$ cat config.mk
export PLATFORM = sky130hd
export DESIGN_NAME = regfile_wb_queue
export DESIGN_NICKNAME = d
export VERILOG_FILES = /design/src/rtl/regfile_wb_queue.sv
export SDC_FILE = /design/constraint.sdc
export NUM_CORES = 1
export LEC_CHECK = 0
export CAP_MARGIN = 20
export CELL_PAD_IN_SITES_DETAIL_PLACEMENT = 1
export CELL_PAD_IN_SITES_GLOBAL_PLACEMENT = 2
export CORE_ASPECT_RATIO = 0.75
export CORE_MARGIN = 1
export CORE_UTILIZATION = 35
export DETAILED_ROUTE_END_ITERATION = 10
export PLACE_DENSITY_LB_ADDON = 0.08
export SYNTH_ARGS = -nofsm -noshare
export SYNTH_HDL_FRONTEND = slang
export SYNTH_SLANG_ARGS = --single-unit
$ cat constraint.sdc
create_clock -name clk -period 3 [get_ports clk]
set_input_delay 0.6 -clock clk [delete_from_list [all_inputs] [get_ports clk]]
set_output_delay 0.6 -clock clk [all_outputs]
set_load 0.03 [all_outputs]
$ cat src/rtl/regfile_wb_queue.sv
// regfile_wb_queue: write-back queue feeding the register file write port.
// Results from execution units are buffered in a small FIFO and drained
// one entry per cycle. Writes to register 0 are dropped at the input.
// Pending entries are snooped by the register file read addresses, so a
// read never returns a value that a queued write is about to replace.
//
// Build option: define REGFILE_WB_FWD_EN to build the forwarding compare and
// priority logic. When it is undefined, fwd_hit and fwd_data are tied to 0
// and no compare logic is generated.
module regfile_wb_queue #(
  parameter int DATA_WIDTH = 32,
  parameter int REG_DEPTH  = 32,
  parameter int ADDR_WIDTH = 5,
  parameter int RD_DEPTH   = 2,
  parameter int Q_DEPTH    = 4
) (
  input  logic                           clk,
  input  logic                           rst,
  input  logic                           in_valid,
  output logic                           in_ready,
  input  logic [ADDR_WIDTH-1:0]          in_addr,
  input  logic [DATA_WIDTH-1:0]          in_data,
  input  logic                           wb_stall,
  output logic                           wr,
  output logic [ADDR_WIDTH-1:0]          rw,
  output logic [DATA_WIDTH-1:0]          d,
  input  logic [ADDR_WIDTH*RD_DEPTH-1:0] rr,
  output logic [RD_DEPTH-1:0]            fwd_hit,
  output logic [DATA_WIDTH*RD_DEPTH-1:0] fwd_data,
  output logic [ADDR_WIDTH:0]            count,
  output logic                           empty
);

  localparam int PW = (Q_DEPTH > 1) ? $clog2(Q_DEPTH) : 1;

  logic [PW-1:0]         wr_ptr;
  logic [PW-1:0]         rd_ptr;
  logic [PW:0]           occ;
  logic [ADDR_WIDTH-1:0] q_addr [Q_DEPTH];
  logic [DATA_WIDTH-1:0] q_data [Q_DEPTH];

  logic push;
  logic pop;
  logic full;

  // Handshake and drain qualifiers. in_ready only looks at registered
  // occupancy, so wb_stall has no combinational path to it.
  always_comb begin
    empty    = (occ == '0);
    full     = (occ == (PW+1)'(Q_DEPTH));
    in_ready = !full;
    push     = in_valid && in_ready && (in_addr != '0);
    pop      = !empty && !wb_stall;
  end

  // Pointer and occupancy state; reset discards anything still pending.
  always_ff @(posedge clk or negedge rst) begin
    if (!rst) begin
      wr_ptr <= '0;
      rd_ptr <= '0;
      occ    <= '0;
    end else begin
      if (push) wr_ptr <= wr_ptr + 1'b1;
      if (pop)  rd_ptr <= rd_ptr + 1'b1;
      case ({push, pop})
        2'b10:   occ <= occ + 1'b1;
        2'b01:   occ <= occ - 1'b1;
        default: occ <= occ;
      endcase
    end
  end

  // Entry storage is left uninitialised; occupancy alone decides validity.
  always_ff @(posedge clk) begin
    if (push) begin
      q_addr[wr_ptr] <= in_addr;
      q_data[wr_ptr] <= in_data;
    end
  end

  // Register file write port driven from the head entry, zeroed when empty.
  always_comb begin
    wr = pop;
    rw = '0;
    d  = '0;
    if (!empty) begin
      rw = q_addr[rd_ptr];
      d  = q_data[rd_ptr];
    end
  end

  assign count = (ADDR_WIDTH+1)'(occ);

`ifdef REGFILE_WB_FWD_EN
  logic [PW-1:0]      age_idx [Q_DEPTH];
  logic [Q_DEPTH-1:0] age_vld;

  // Slots listed oldest to youngest, with a flag for each occupied one.
  always_comb begin
    for (int k = 0; k < Q_DEPTH; k++) begin
      age_idx[k] = rd_ptr + PW'(k);
      age_vld[k] = ((PW+1)'(k) < occ);
    end
  end

  // Per read port, scan oldest to youngest so the youngest match is kept.
  always_comb begin
    fwd_hit  = '0;
    fwd_data = '0;
    for (int p = 0; p < RD_DEPTH; p++) begin
      if (rr[ADDR_WIDTH*p +: ADDR_WIDTH] != '0) begin
        for (int k = 0; k < Q_DEPTH; k++) begin
          if (age_vld[k] && (q_addr[age_idx[k]] == rr[ADDR_WIDTH*p +: ADDR_WIDTH])) begin
            fwd_hit[p]                         = 1'b1;
            fwd_data[DATA_WIDTH*p +: DATA_WIDTH] = q_data[age_idx[k]];
          end
        end
      end
    end
  end
`else
  logic unused_rr;

  assign unused_rr = ^rr;
  assign fwd_hit   = '0;
  assign fwd_data  = '0;
`endif

endmodule

==> flow_summary_export.csv <==
group,metric,value,unit
detailed_routing,drt-total-wl,12.4,mm
detailed_routing,ant_nets,0,
critical_path,crit_start,"rd_ptr[0]",
critical_path,crit_arrival,2.26,ns
final_layout,area_growth,24.4,%
critical_path,path_cells,"mux4_2 > nor2b_1 > clkdlybuf4s50_1",
clock_tree,htree_levels,4,
timing,fin_crit,2.86,ns
clock_tree,cts-root-buf,"clkbuf_16",
timing,drv_slew,0,
floorplanning,row_count,42,
critical_path,reg2regPathDepth,9,
global_routing,grt_pass1_wl,18.9,mm
critical_path,crit_required,2.40,ns
floorplanning,io_pins,163,
critical_path,cp-start-kind,"flop",
yosys,ys_seq_area_share,70.7,%
clock_tree,max-clock-path-buffers,2,
pwr,p_per_area,1060,nW/µm²
global_routing,antenna_found_initial,1,
clock_tree,clk_latency,0.41,ns
placement,port_buffers,83,
floorplanning,die_x,160,µm
floorplanning,initial_core_util,36.4,%
timing,fmax,350,MHz
yosys,syn_area_per_cell,19.1,µm²
critical_path,cp-end-kind,"primary output",
yosys,synth_cells,342,
critical_path,crit_end,"d[20]",
detailed_routing,firstDrtPassIters,4,
global_routing,grt_max_degree,41,
critical_path,cpPeakStageDelay,0.72,ns
clock_tree,cts_tree,"yes",
yosys,syn_area,6540,µm²
final_layout,drive_gt1_share,21.0,%
critical_path,cp_max_fo,8,
final_layout,final_cells,709,
global_routing,grt.total_usage,13.7,%
yosys,ys_types,22,
critical_path,path_class,"reg2out",
detailed_routing,vias,3072,
timing,period_share,95.2,%
critical_path,timing.rr.end,"occ[2]",
run,drv_cap,0,
status,status,"finished clean",
pwr,leakage,2.98,nW
timing,hold_viol,0,
global_routing,grt_pass1_vias,3256,
detailed_routing,drt_iter0_markers,117,
detailed_routing,drcViolationCount,0,
final_layout,fin_nets,510,
final_layout,final_cell_mix,"148 x edfxtp_1, 69 x conb_1, 47 x clkdlybuf4s50_1",
timing,rsz0062_at_grt,"no",
critical_path,r2r-start,"occ[0]",
worst_hold_path,hold_class,"in2async",
detailed_routing,wl_per_cell,17.6,µm
timing,setup-tns-final,0,ns
critical_path,reg2reg_setup_slack,0.73,ns
placement,finalWeightedCongestion,0.677,
placement,dp.cells,673,
critical_path,cpMaxStageDelayCell,"clkdlybuf4s50_1",
clock_tree,clk_pin_slew,0.06,ns
floorplanning,coreArea,18000,µm²
placement,hpwlAfterDp,7.69,mm
pwr,ir_drop,0.471,mV
detailed_routing,viasPerCell,4.33,
global_routing,grt_overflow,0,
yosys,yosysWarnings,0,
timing,finalSetupViolCount,0,
clock_tree,clock-sinks,155,
clock_tree,numCtsBuffers,17,
final_layout,layout.cells.most_common,"edfxtp_1",
timing,fin_skew,0.0101,ns
yosys,ys_ff_latch,155,
floorplanning,die_h,120,µm
floorplanning,die_area,19200,µm²
## metrics by stage
step | util, % | power [mW] | worst slack, ns | hold slack (ns) | instance area, µm²
4_1_cts | 45.1 | 8.83 | 0.000410 | 0.474 | 8110
3_3_place_gp | 42.0 | 6.88 | 0.0134 | 0.554 | 7550
6_report | 45.2 | 8.65 | 0.145 | 0.477 | 8130
2_1_floorplan | - | 5.46 | 0.409 | 0.304 | 6790
5_1_grt | 45.2 | 9.12 | 0.0817 | 0.481 | 8130
3_5_place_dp | 42.0 | 6.91 | -0.00596 | 0.555 | 7550
## power by group
group          internal, mW  total (mW)  switching [mW]
Clock                  1.23        2.06           0.837
Combinational          1.48        3.56            2.08
Sequential             2.86        3.02           0.159
## cell type report
class | count | area, µm²
Antenna cell | 1 | 2.50
Inverter | 6 | 22.5
Clock buffer | 18 | 429
Multi-Input combinational cell | 168 | 1580
Timing Repair Buffer | 105 | 1030
Tap cell | 242 | 303
Clock inverter | 14 | 144
Sequential cell | 155 | 4620
Fill cell | 1767 | 9840
## what timing repair did
| action | CTS | global route |
|---|---|---|
| endpoints found under the hold margin | 0 | 0 |
| setup buffers | 3 | 0 |
| pin swaps | 0 | 0 |
| setup endpoints to repair | 30 | 7 |
| hold buffers | 0 | 0 |
| resized for setup | 29 | 7 |
## cell families after synthesis
kind of cell | synth area share, %
compound gates | 0.268
buf+inv | 9.17
other cells | 0.0574
mux | 13.1
fa+ha+maj | 1.26
simple gates | 4.61
flops | 70.7
xor+xnor | 0.804
## worst max-delay path, delay by kind of cell, from the launching register on
family	cells	cell delay, ns
buffers and inverters	1	0.72
flip-flops	1	0.57
multiplexers	1	0.35
AND/OR/NAND/NOR	1	0.22
## synth_stat cells
master,n,share of area [%]
and2_2,4,0.46
or4_4,1,0.17
buf_2,5,0.38
nor3_1,1,0.077
inv_1,6,0.34
mux2i_1,1,0.15
buf_4,71,8.2
nor3b_1,1,0.11
fa_1,1,0.31
conb_1,1,0.057
nor2_1,2,0.11
mux2_4,1,0.23
o211a_4,1,0.27
clkbuf_1,5,0.29
dfrtp_1,7,2.7
xor2_1,4,0.54
ha_1,5,0.96
xnor2_1,2,0.27
edfxtp_1,148,68
nor2b_1,37,3.5
mux4_2,37,13
or3b_2,1,0.13
## sequential cells by signal (all words and copies together) (netlist names)
name / cells
q_data: 128
q_addr: 20
occ: 3
rd_ptr: 2
wr_ptr: 2
## routing by layer
| metal | share of wire, % | track usage (%) |
|---|---|---|
| met4 | 0.59 | 4.29 |
| met2 | 50 | 21.9 |
| met5 | 0 | 0 |
| met1 | 45 | 17.6 |
| met3 | 5.0 | 4.80 |
## how the worst min path moves through the flow
stage,startpoint,endpoint,slack [ns],cells past startpoint
2_1_floorplan,rst,occ[0],0.30,0
3_3_place_gp,occ[2],occ[2],0.55,1
3_5_place_dp,occ[2],occ[2],0.56,1
4_1_cts,rst,occ[1],0.47,1
5_1_grt,rst,occ[1],0.48,1
6_report,rst,occ[1],0.48,1
No activity file was read; power rests on OpenSTA's default activity.
